--- src/rtl/stack_pkg.sv ---
// Shared constants and op encoding for the stack CPU operand stack.
// Imported by the stack register file and the stack control top.
package stack_pkg;

   localparam int STK_WIDTH = 8;
   localparam int STK_DEPTH = 8;

   typedef enum logic [1:0] {
      STK_IDLE,
      STK_PUSH,
      STK_POP,
      STK_REPL
   } stk_op_e;

   function automatic stk_op_e stk_decode(input logic push,
                                          input logic pop);
      stk_op_e op;
      unique case ({push, pop})
         2'b10:   op = STK_PUSH;
         2'b01:   op = STK_POP;
         2'b11:   op = STK_REPL;
         default: op = STK_IDLE;
      endcase
      return op;
   endfunction

endpackage

--- src/rtl/stack_regfile.sv ---
// Operand stack storage: one sync write port, two async read ports.
// Contents are intentionally not reset.
module stack_regfile
   import stack_pkg::*;
#(
   parameter int WIDTH = STK_WIDTH,
   parameter int DEPTH = STK_DEPTH,
   parameter int AW    = $clog2(DEPTH)
) (
   input  logic             clk,
   input  logic             we,
   input  logic [AW-1:0]    waddr,
   input  logic [WIDTH-1:0] wdata,
   input  logic [AW-1:0]    raddr_a,
   output logic [WIDTH-1:0] rdata_a,
   input  logic [AW-1:0]    raddr_b,
   output logic [WIDTH-1:0] rdata_b
);

   logic [WIDTH-1:0] mem [DEPTH];

   // write the addressed entry on the rising edge
   always_ff @(posedge clk) begin
      if (we) begin
         mem[waddr] <= wdata;
      end
   end

   assign rdata_a = mem[raddr_a];
   assign rdata_b = mem[raddr_b];

endmodule

--- src/rtl/operand_stack.sv ---
// LIFO operand stack: pointer, op decode, TOS/NOS gating, sticky errors.
// Read path is purely combinational from registered state.
module operand_stack
   import stack_pkg::*;
#(
   parameter int WIDTH = STK_WIDTH,
   parameter int DEPTH = STK_DEPTH,
   parameter int CNT_W = $clog2(DEPTH + 1)
) (
   input  logic             clk,
   input  logic             reset,
   input  logic             push,
   input  logic             pop,
   input  logic [WIDTH-1:0] din,
   output logic [WIDTH-1:0] tos,
   output logic [WIDTH-1:0] nos,
   output logic             tos_zero,
   output logic [CNT_W-1:0] count,
   output logic             empty,
   output logic             full,
   output logic             overflow,
   output logic             underflow,
   input  logic             clr_err
);

   localparam int AW = $clog2(DEPTH);

   stk_op_e          op;
   logic [CNT_W-1:0] sp;
   logic [CNT_W-1:0] sp_nxt;
   logic [AW-1:0]    tos_addr;
   logic [AW-1:0]    nos_addr;
   logic [AW-1:0]    waddr;
   logic             we;
   logic             ovf_set;
   logic             unf_set;
   logic [WIDTH-1:0] tos_raw;
   logic [WIDTH-1:0] nos_raw;

   assign op       = stk_decode(push, pop);
   assign tos_addr = AW'(sp - CNT_W'(1));
   assign nos_addr = AW'(sp - CNT_W'(2));

   assign empty    = (sp == '0);
   assign full     = (sp == CNT_W'(DEPTH));
   assign count    = sp;
   assign tos      = empty ? '0 : tos_raw;
   assign nos      = (sp < CNT_W'(2)) ? '0 : nos_raw;
   assign tos_zero = (tos == '0);

   stack_regfile #(
      .WIDTH (WIDTH),
      .DEPTH (DEPTH),
      .AW    (AW)
   ) u_regfile (
      .clk     (clk),
      .we      (we),
      .waddr   (waddr),
      .wdata   (din),
      .raddr_a (tos_addr),
      .rdata_a (tos_raw),
      .raddr_b (nos_addr),
      .rdata_b (nos_raw)
   );

   // next pointer, write strobe and error events for this cycle's op
   always_comb begin
      sp_nxt  = sp;
      we      = 1'b0;
      waddr   = AW'(sp);
      ovf_set = 1'b0;
      unf_set = 1'b0;
      unique case (op)
         STK_PUSH: begin
            if (full) begin
               ovf_set = 1'b1;
            end else begin
               we     = 1'b1;
               sp_nxt = sp + CNT_W'(1);
            end
         end
         STK_POP: begin
            if (empty) begin
               unf_set = 1'b1;
            end else begin
               sp_nxt = sp - CNT_W'(1);
            end
         end
         STK_REPL: begin
            we = 1'b1;
            if (empty) begin
               unf_set = 1'b1;
               sp_nxt  = CNT_W'(1);
            end else begin
               waddr = tos_addr;
            end
         end
         default: ;
      endcase
   end

   // stack pointer register
   always_ff @(posedge clk or posedge reset) begin
      if (reset) begin
         sp <= '0;
      end else begin
         sp <= sp_nxt;
      end
   end

   // sticky error flags; a new error beats a same-cycle clear
   always_ff @(posedge clk or posedge reset) begin
      if (reset) begin
         overflow  <= 1'b0;
         underflow <= 1'b0;
      end else begin
         overflow  <= ovf_set | (overflow & ~clr_err);
         underflow <= unf_set | (underflow & ~clr_err);
      end
   end

endmodule
--- config.mk ---
export PLATFORM = sky130hd
export DESIGN_NAME = operand_stack
export DESIGN_NICKNAME = d
export VERILOG_FILES = /design/src/rtl/stack_pkg.sv /design/src/rtl/stack_regfile.sv /design/src/rtl/operand_stack.sv
export SDC_FILE = /design/constraint.sdc
export NUM_CORES = 1
export LEC_CHECK = 0
export ABC_AREA = 1
export CAP_MARGIN = 0
export CORE_UTILIZATION = 55
export CTS_BUF_LIST = sky130_fd_sc_hd__clkbuf_4
export DETAILED_ROUTE_END_ITERATION = 7
export PLACE_DENSITY = 0.85
export RECOVER_POWER = 50
export SETUP_SLACK_MARGIN = 0.05
export SLEW_MARGIN = 20
export SYNTH_ARGS = -nofsm -noshare
export SYNTH_HDL_FRONTEND = slang
export SYNTH_SLANG_ARGS = --single-unit
export TNS_END_PERCENT = 1
--- constraint.sdc ---
create_clock -name clk -period 3.6 [get_ports clk]
set_clock_uncertainty 0.15 [all_clocks]
set_input_delay 0.72 -clock clk [delete_from_list [all_inputs] [get_ports clk]]
set_output_delay 0.72 -clock clk [all_outputs]
set_load 0.01 [all_outputs]
## Yosys cells after proc, flatten, opt, wreduce, memory -nomap -nowiden

Memories as Yosys holds them, arrays and structs flattened.
Index checks and enable logic that the tools add are counted.

- Bitwise logic cells: 5
- Shift-type cells: 0
- $add $sub $neg: 3
- Mux-type cells: 17
- Reductions and logical operators: 5
- Divide/modulo/power cells: 0
- Equality and inequality tests: 10
- $mul: 0
- Magnitude comparators: 1

Operators by type and width:

| cell | number |
|---|---|
| $mux W8 | 2 |
| $mux W4 | 3 |
| $pmux W4 S3 | 1 |
| $eq A2 B2 Y1 const B | 4 |
| $logic_not A8 Y1 | 1 |
| $mux W1 | 7 |
| $mux W3 | 2 |
| $ne A2 B2 Y1 const B | 3 |
| $pmux W2 S3 | 1 |
| $add A4 B1 Y4 const B | 1 |
| $eq A2 B1 Y1 const B | 2 |
| $eq A4 B4 Y1 const B | 1 |
| $logic_not A4 Y1 | 1 |
| $lt A4 B2 Y1 const B | 1 |
| $reduce_and A4 Y1 | 1 |
| $sub A4 B1 Y4 const B | 1 |
| $reduce_bool A3 Y1 | 1 |
| $sub A3 B2 Y3 const B | 1 |
| $and A1 B1 Y1 | 2 |
| $or A1 B1 Y1 | 2 |
| $pmux W1 S2 | 1 |
| $reduce_or A2 Y1 | 1 |
| $not A1 Y1 | 1 |

- ROM bits: 0
- Output and inout port bits: 25
- Input port bits: 13
- Register bits after elaboration: 6
- Logic and storage cells: 45
- Memories kept: 1
- Bits in latches: 0
- Bits in writable memories: 64

Memories:

| memory | depth | width | read ports | clocked after Yosys merged registers in | write ports | RTL line | text |
|---|---|---|---|---|---|---|---|
| u_regfile.mem | 8 | 8 | 2 | 0 | 1 | stack_regfile.sv:20 | `logic [WIDTH-1:0] mem [DEPTH];` |

## Logic depth before layout (Yosys ltp)

Gate-level depths: netlist of the first run.

- Word-level depth: 6
- Mapped depth: 14
- Mapped depth without buffers: 11

## Hierarchy

Synthesis of the first run repeated with hierarchy kept, for this count alone.

- Cell total of the unflattened synthesis: 563
- Area, all modules: 4232.8 µm²

Modules (own cells, without submodules):

| module | area each (µm²) | sequential area each (µm²) | times used | cells each |
|---|---|---|---|---|
| stack_regfile | 3553.4 | 1921.8 | 1 | 445 |
| operand_stack | 679.4 | 150.1 | 1 | 118 |

## Worst setup path before layout of the first run

OpenSTA, ideal clock, no wires.

- Path type: flip-flop to output port
- Start point: register sp[0], in the netlist count[0]
- End point: output port tos_zero
- Arrival time: 2.183 ns
- Buffers on the path: 4
- Cell stages (with the launch flop): 14
- Slack: 0.547 ns
- Required time: 2.730 ns
- Cell sequence: dfrtp_1 > inv_1 > buf_2 > buf_1 > ha_1 > buf_2 > buf_1 > nand3_1 > nand3_1 > nand3_1 > nand2_1 > inv_1 > nand2_1 > nor2_1

- Cells in the longest elaborated chain, start to end: 4
- Elaborated cells between the ends (all ways): 5
- Those cells by class: 1 x add/sub; 1 x mux; 2 x reduce/logical; 1 x memory

Ends and longest elaborated chain:

| what | RTL line | text |
|---|---|---|
| from (decl) | operand_stack.sv:29 | `logic [CNT_W-1:0] sp;` |
| from (signal assigned) | operand_stack.sv:107 | `sp <= sp_nxt;` |
| $sub A4 B1 Y4 | - |  |
| $mem_v2 Z8 W8 | - |  |
| $mux W8 (*) | operand_stack.sv:47 | `assign tos = empty ? '0 : tos_raw;` |
| $logic_not A8 Y1 (*) | operand_stack.sv:49 | `assign tos_zero = (tos == '0);` |
| to (decl) | operand_stack.sv:17 | `output logic tos_zero,` |

Every way passes the cells marked *; elsewhere a longest branch is shown, timed or not.

## Worst setup path after layout of the first run

- Start point: register sp[1], in the netlist count[1]
- End point: output port nos[3]

- Cells in the longest elaborated chain, start to end: 3
- Elaborated cells between the ends (all ways): 4
- Those cells by class: 1 x add/sub; 1 x order compare; 1 x mux; 1 x memory

Ends and longest elaborated chain:

| what | RTL line | text |
|---|---|---|
| $sub A3 B2 Y3 | operand_stack.sv:42 | `assign nos_addr = AW'(sp - CNT_W'(2));` |
| $mem_v2 Z8 W8 | - |  |
| $mux W8 (*) | operand_stack.sv:48 | `assign nos = (sp < CNT_W'(2)) ? '0 : nos_raw;` |
| to (decl) | operand_stack.sv:16 | `output logic [WIDTH-1:0] nos,` |

Marks and branches as above.

==> results of run 1 <==
## per-stage QoR
| stage | total power (µW) | hold slack [ps] | area (µm²) |
|---|---|---|---|
| 4_1_cts | 4740 | 344 | 4540 |
| 5_1_grt | 5100 | 443 | 4530 |
| 2_1_floorplan | 2900 | 361 | 3830 |
| 3_5_place_dp | 4070 | 383 | 4330 |
| 3_3_place_gp | 4000 | 367 | 4330 |
| 6_report | 4800 | 392 | 4530 |
## metal layers
layer	share of wire, %	wire length (µm)	GRT usage [%]
met5	0	0	0
met4	3.7	363	15.6
met3	8.2	794	4.96
met2	48	4620	46.6
met1	41	3940	34.7
## cell families (layout without fill, tap and decap cells)
group	after synthesis	in the layout	share of synthesized area (%)
AND/OR/NAND/NOR	160	160	18.2
AO/OA/AOI/OAI	99	99	14.3
buffers and inverters	99	150	10.3
flip-flops	70	70	54.1
adder cells (fa/ha/maj)	5	5	1.63
XOR/XNOR	4	4	1.50
## layout make-up
cell class / instances / share of cell area (%)
clock inverter: 4 / 1.05
sequential: 70 / 45.8
tap: 80 / 2.21
clock buffer: 12 / 1.99
multi-input combinational: 268 / 30.2
timing repair buffer: 56 / 12.2
inverter: 78 / 6.62
## how the worst max path moves through the flow
stage | end | cells after the start | slack, ps | from
floorplan | tos_zero | 13 | 550 | count[0]
global placement | tos_zero | 10 | 340 | count[0]
detailed placement | tos_zero | 10 | 280 | count[0]
CTS | tos_zero | 11 | 30 | count[0]
global route | nos[3] | 6 | 10 | count[1]
finish | nos[3] | 6 | 100 | count[1]
## synth_stat cells
cell type  number
o21ai_2         1
buf_2          11
nand3_1        52
xnor2_2         1
nor2_4          1
inv_6           1
o22ai_2         1
dfrtp_1         6
ha_1            5
inv_2           4
nand2_2         3
inv_1          73
buf_1           4
o211ai_1        8
o22ai_1         1
a32oi_1         1
nand2_1        92
clkbuf_1        5
a21boi_0        1
o21ai_1         8
xor2_1          1
nor2_1         11
nand2_8         1
a31oi_1         8
buf_4           1
a22oi_1         1
o21ai_0        40
xor2_2          2
a21oi_1        29
edfxtp_1       64
## registers in the layout (all words and copies together) (netlist names)
register and count:
u_regfile.mem 64, overflow 1, underflow 1, count 4
## critical path, cell delays in order, from the launching register on
cell             delay, ps
dfrtp_1                390
inv_1                  130
buf_4                  270
ha_2                   360
inv_1                  210
a31oi_1                250
clkdlybuf4s50_1        590
## report_power, final
part	internal, µW	switching [µW]	leakage (µW)
sequential	1070	74.3	0.000656
clock	234	277	0.0000789
combinational	1300	1850	0.00124
## what timing repair did
item / CTS / global route
resized for setup: 6 / 7
hold buffers: 0 / 0
pin swaps: 1 / 1
setup endpoints to repair: 4 / 9
buffers inserted: 4 / 0
==> impl_metrics.yaml, run 1 <==
status:
  status: "completed"
layout:
  num-fill-cells: 519
  insertedDiodeCount: 0
  post-route-util_pct: 67.1
  final_cell_mix: "nand2_1 (94), inv_1 (73), edfxtp_1 (64)"
  multi_input_area_um2: 1370
  syn_to_final_growth_pct: 18.4
  stdcell_count: 568
  regArea_um2: 2070
  layout_commonest_cell: "nand2_1"
  layout-drive-gt1-share_pct: 10.0
  finalNetCount: 501
grt:
  grt_overflow: 0
  grt_max_degree: 87
  grt_pass1_wl_mm: 15.1
  track_usage_pct: 28.0
  grt_pass1_vias: 3191
  grt_antenna_before_repair: 0
synthesis:
  ys_warn_count: 0
  avgSynthCellArea_um2: 8.76
  ys_seq_area_share_pct: 54.1
  synth_area_um2: 3830
  syn_nets: 455
  netlist.area_leader.share_pct: 50.2
  ys_types: 30
  synthTopCellsByArea: "edfxtp_1 (50%), nand2_1 (9.0%), inv_1 (7.2%)"
  yosysTopAreaCell: "edfxtp_1"
  postSynthCellCount: 437
  ys_ff_latch: 70
clocking:
  cts_tree: "done"
  ctsHtreeMaxLevel: 3
  cts_buffer_depth: 2
  clkLatencyLatePin_ps: 430
  numCtsBuffers: 9
  cts_sinks: 70
  cts-root-buf: "clkbuf_4"
  path_clk_slew_ps: 120
floorplan:
  die_h_um: 85.4
  io_pins: 38
  rows: 30
  fp.dieW_um: 85.4
  start_util_pct: 56.7
  die_area_um2: 7300
  core_area_um2: 6760
routing:
  drc: 0
  drtIter0Drc: 354
  dr.pass1.iters: 5
  drt_wl_total_mm: 9.72
  vias_per_cell: 5.83
  drt-wirelength-per-cell_um: 17.1
  ant_nets: 0
  vias: 3314
power:
  p_per_area_nw_per_um2: 1060
  vdd_drop_max_mv: 0.707
  leakage_uw: 0.00198
worst_setup_path:
  worst_setup_path_start_kind: "register"
  rr_endpoint: "u_regfile.mem[2][4]"
  r2r_cells: 10
  r2r_start: "count[0]"
  crit_type: "reg -> out"
  reg2reg_slack_ps: 740
  arrival_ps: 2630
  required_ps: 2730
  crit_path_end_kind: "output pin"
  path_max_fanout: 17
min_path:
  worstHoldPathType: "reg -> reg"
  hold_depth: 2
  holdPathEnd: "underflow"
  hp-start: "underflow"
timing:
  setup_viol: 0
  slew_headroom_pct: 71.9
  drv_slew: 0
  final.setup.tns_ps: 0
  setup_ws_ps: 99.0
  post-route-period-util_pct: 97.2
  worstMarginPinSlew_ps: 420
  max_clock_freq_ghz: 0.286
  min_period_ps: 3500
  grt_setup_unrepaired: "true"
  hold_viol: 0
run:
  drv_cap: 0
placed_design:
  gp_congestion: 0.928
  dpl.cell_count: 548
  post-place-ws_ps: 275
  io_buffers: 37
  dp_hpwl_mm: 6.38
Power figures use the tool's default switching activity.
==> inputs of run 2 (changes only) <==
--- a/config.mk
+++ b/config.mk
@@ -10,7 +10,7 @@
 export CORE_UTILIZATION = 55
 export CTS_BUF_LIST = sky130_fd_sc_hd__clkbuf_4
 export DETAILED_ROUTE_END_ITERATION = 7
-export PLACE_DENSITY = 0.85
+export PLACE_DENSITY_LB_ADDON = 0.2
 export RECOVER_POWER = 50
 export SETUP_SLACK_MARGIN = 0.05
 export SLEW_MARGIN = 20
==> impl_metrics.yaml, run 2 (synthesized netlist as in run 1, its figures left out) <==
layout:
  final_cell_mix: "nand2_1 (94), inv_1 (74), edfxtp_1 (64)"
  post-route-util_pct: 67.3
  layout_commonest_cell: "nand2_1"
  largest_register_ffs: 64
  finalNetCount: 499
  top_register: "u_regfile.mem"
  syn_to_final_growth_pct: 18.8
  layout-drive-gt1-share_pct: 9.05
  multi_input_area_um2: 1370
  insertedDiodeCount: 0
  stdcell_count: 566
  regArea_um2: 2070
  num-fill-cells: 564
power:
  leakage_uw: 0.00198
  p_per_area_nw_per_um2: 1070
  vdd_drop_max_mv: 0.436
worst_setup_path:
  critical_path_buf_inv_count: 3
  arrival_ps: 2620
  crit_slowest_cell: "clkdlybuf4s50_1"
  critPathTopFamily: "buffers and inverters"
  path_max_fanout: 9
  required_ps: 2730
  crit_path_end_kind: "output pin"
  slowest_delay_ps: 580
  crit_type: "reg -> out"
  crit_chain: "inv_2 -> ha_2 -> inv_1 -> a31oi_1 -> clkdlybuf4s50_1"
  worst_setup_path_start_kind: "register"
timing:
  max_clock_freq_ghz: 0.286
  setup_viol: 0
  grt_setup_unrepaired: "true"
  hold_slack_ps: 390
  min_period_ps: 3490
  drv_slew: 0
  slew_headroom_pct: 60.1
  worstMarginPinSlew_ps: 598
  hold_viol: 0
  final.setup.tns_ps: 0
  post-route-period-util_pct: 97.0
floorplan:
  io_pins: 38
  die_area_um2: 7300
  die_h_um: 85.4
  start_util_pct: 56.7
  rows: 30
  core_area_um2: 6760
  fp.dieW_um: 85.4
run:
  drv_cap: 0
clocking:
  cts_tree: "done"
  clkLatencyLatePin_ps: 430
  cts_buffer_depth: 2
  cts-root-buf: "clkbuf_4"
  path_clk_slew_ps: 120
  cts_sinks: 70
  ctsHtreeMaxLevel: 3
  numCtsBuffers: 9
routing:
  vias_per_cell: 5.76
  drc: 0
  dr.pass1.iters: 5
  vias: 3259
  drt_wl_total_mm: 9.85
  ant_nets: 0
  drt-wirelength-per-cell_um: 17.4
  drtIter0Drc: 352
placed_design:
  gp_congestion: 0.885
  dpl.cell_count: 549
  io_buffers: 37
  dp_hpwl_mm: 6.56
grt:
  grt_antenna_before_repair: 0
  grt_pass1_vias: 3047
  grt_overflow: 0
  track_usage_pct: 28.4
  grt_max_degree: 87
  grt_pass1_wl_mm: 15.5
status:
  status: "completed"
min_path:
  worstHoldPathType: "reg -> reg"
[run 2: cell type report]
cell class / instances / area share [%]
Clock buffer: 9 / 1.49
Clock inverter: 7 / 2.45
Inverter: 78 / 6.60
Multi-Input combinational cell: 268 / 30.0
Sequential cell: 70 / 45.6
Tap cell: 80 / 2.20
Timing Repair Buffer: 54 / 11.6
[run 2: final timing paths]
check | startpoint | end | slack (ps) | depth (start not counted)
max | count[2] | nos[7] | 110 | 5
min | overflow | overflow | 390 | 2
max reg2reg | count[0] | u_regfile.mem[0][7] | 530 | 11
min reg2reg | overflow | overflow | 390 | 2
max in group asynchronous | reset | count[0] | 2620 | 2
min in group asynchronous | reset | overflow | 470 | 2
[run 2: worst min-delay path, cell delays in order (launching register included)]
cell     delay, ps
dfrtp_1        390
inv_1           50
o21ai_0         70
[run 2: report_power, final]
group	internal, µW	leakage, µW	switching (µW)
sequential	1070	0.000656	74.6
clock	348	0.0000954	293
combinational	1250	0.00123	1830
[run 2: per-stage QoR]
step	power (µW)	cell area (µm²)	setup slack [ps]
3_5_place_dp	4070	4330	405
5_1_grt	5160	4550	21.7
4_1_cts	4780	4540	34.6
3_3_place_gp	4040	4330	429
2_1_floorplan	2900	3830	547
6_report	4860	4550	108
[run 2: what timing repair did]
action / CTS / global route
gates resized for setup: 7 / 8
setup endpoints to repair: 5 / 9
hold buffers: 0 / 0
setup buffers: 0 / 1
[run 2: per-layer routing]
layer | share of wire, % | vias up | track usage, %
met5 | 0 | - | 0
met1 | 40 | 1499 | 36.5
met3 | 8.3 | 32 | 3.70
met2 | 49 | 174 | 47.1
li1 | - | 1554 | -
met4 | 3.6 | 0 | 15.2
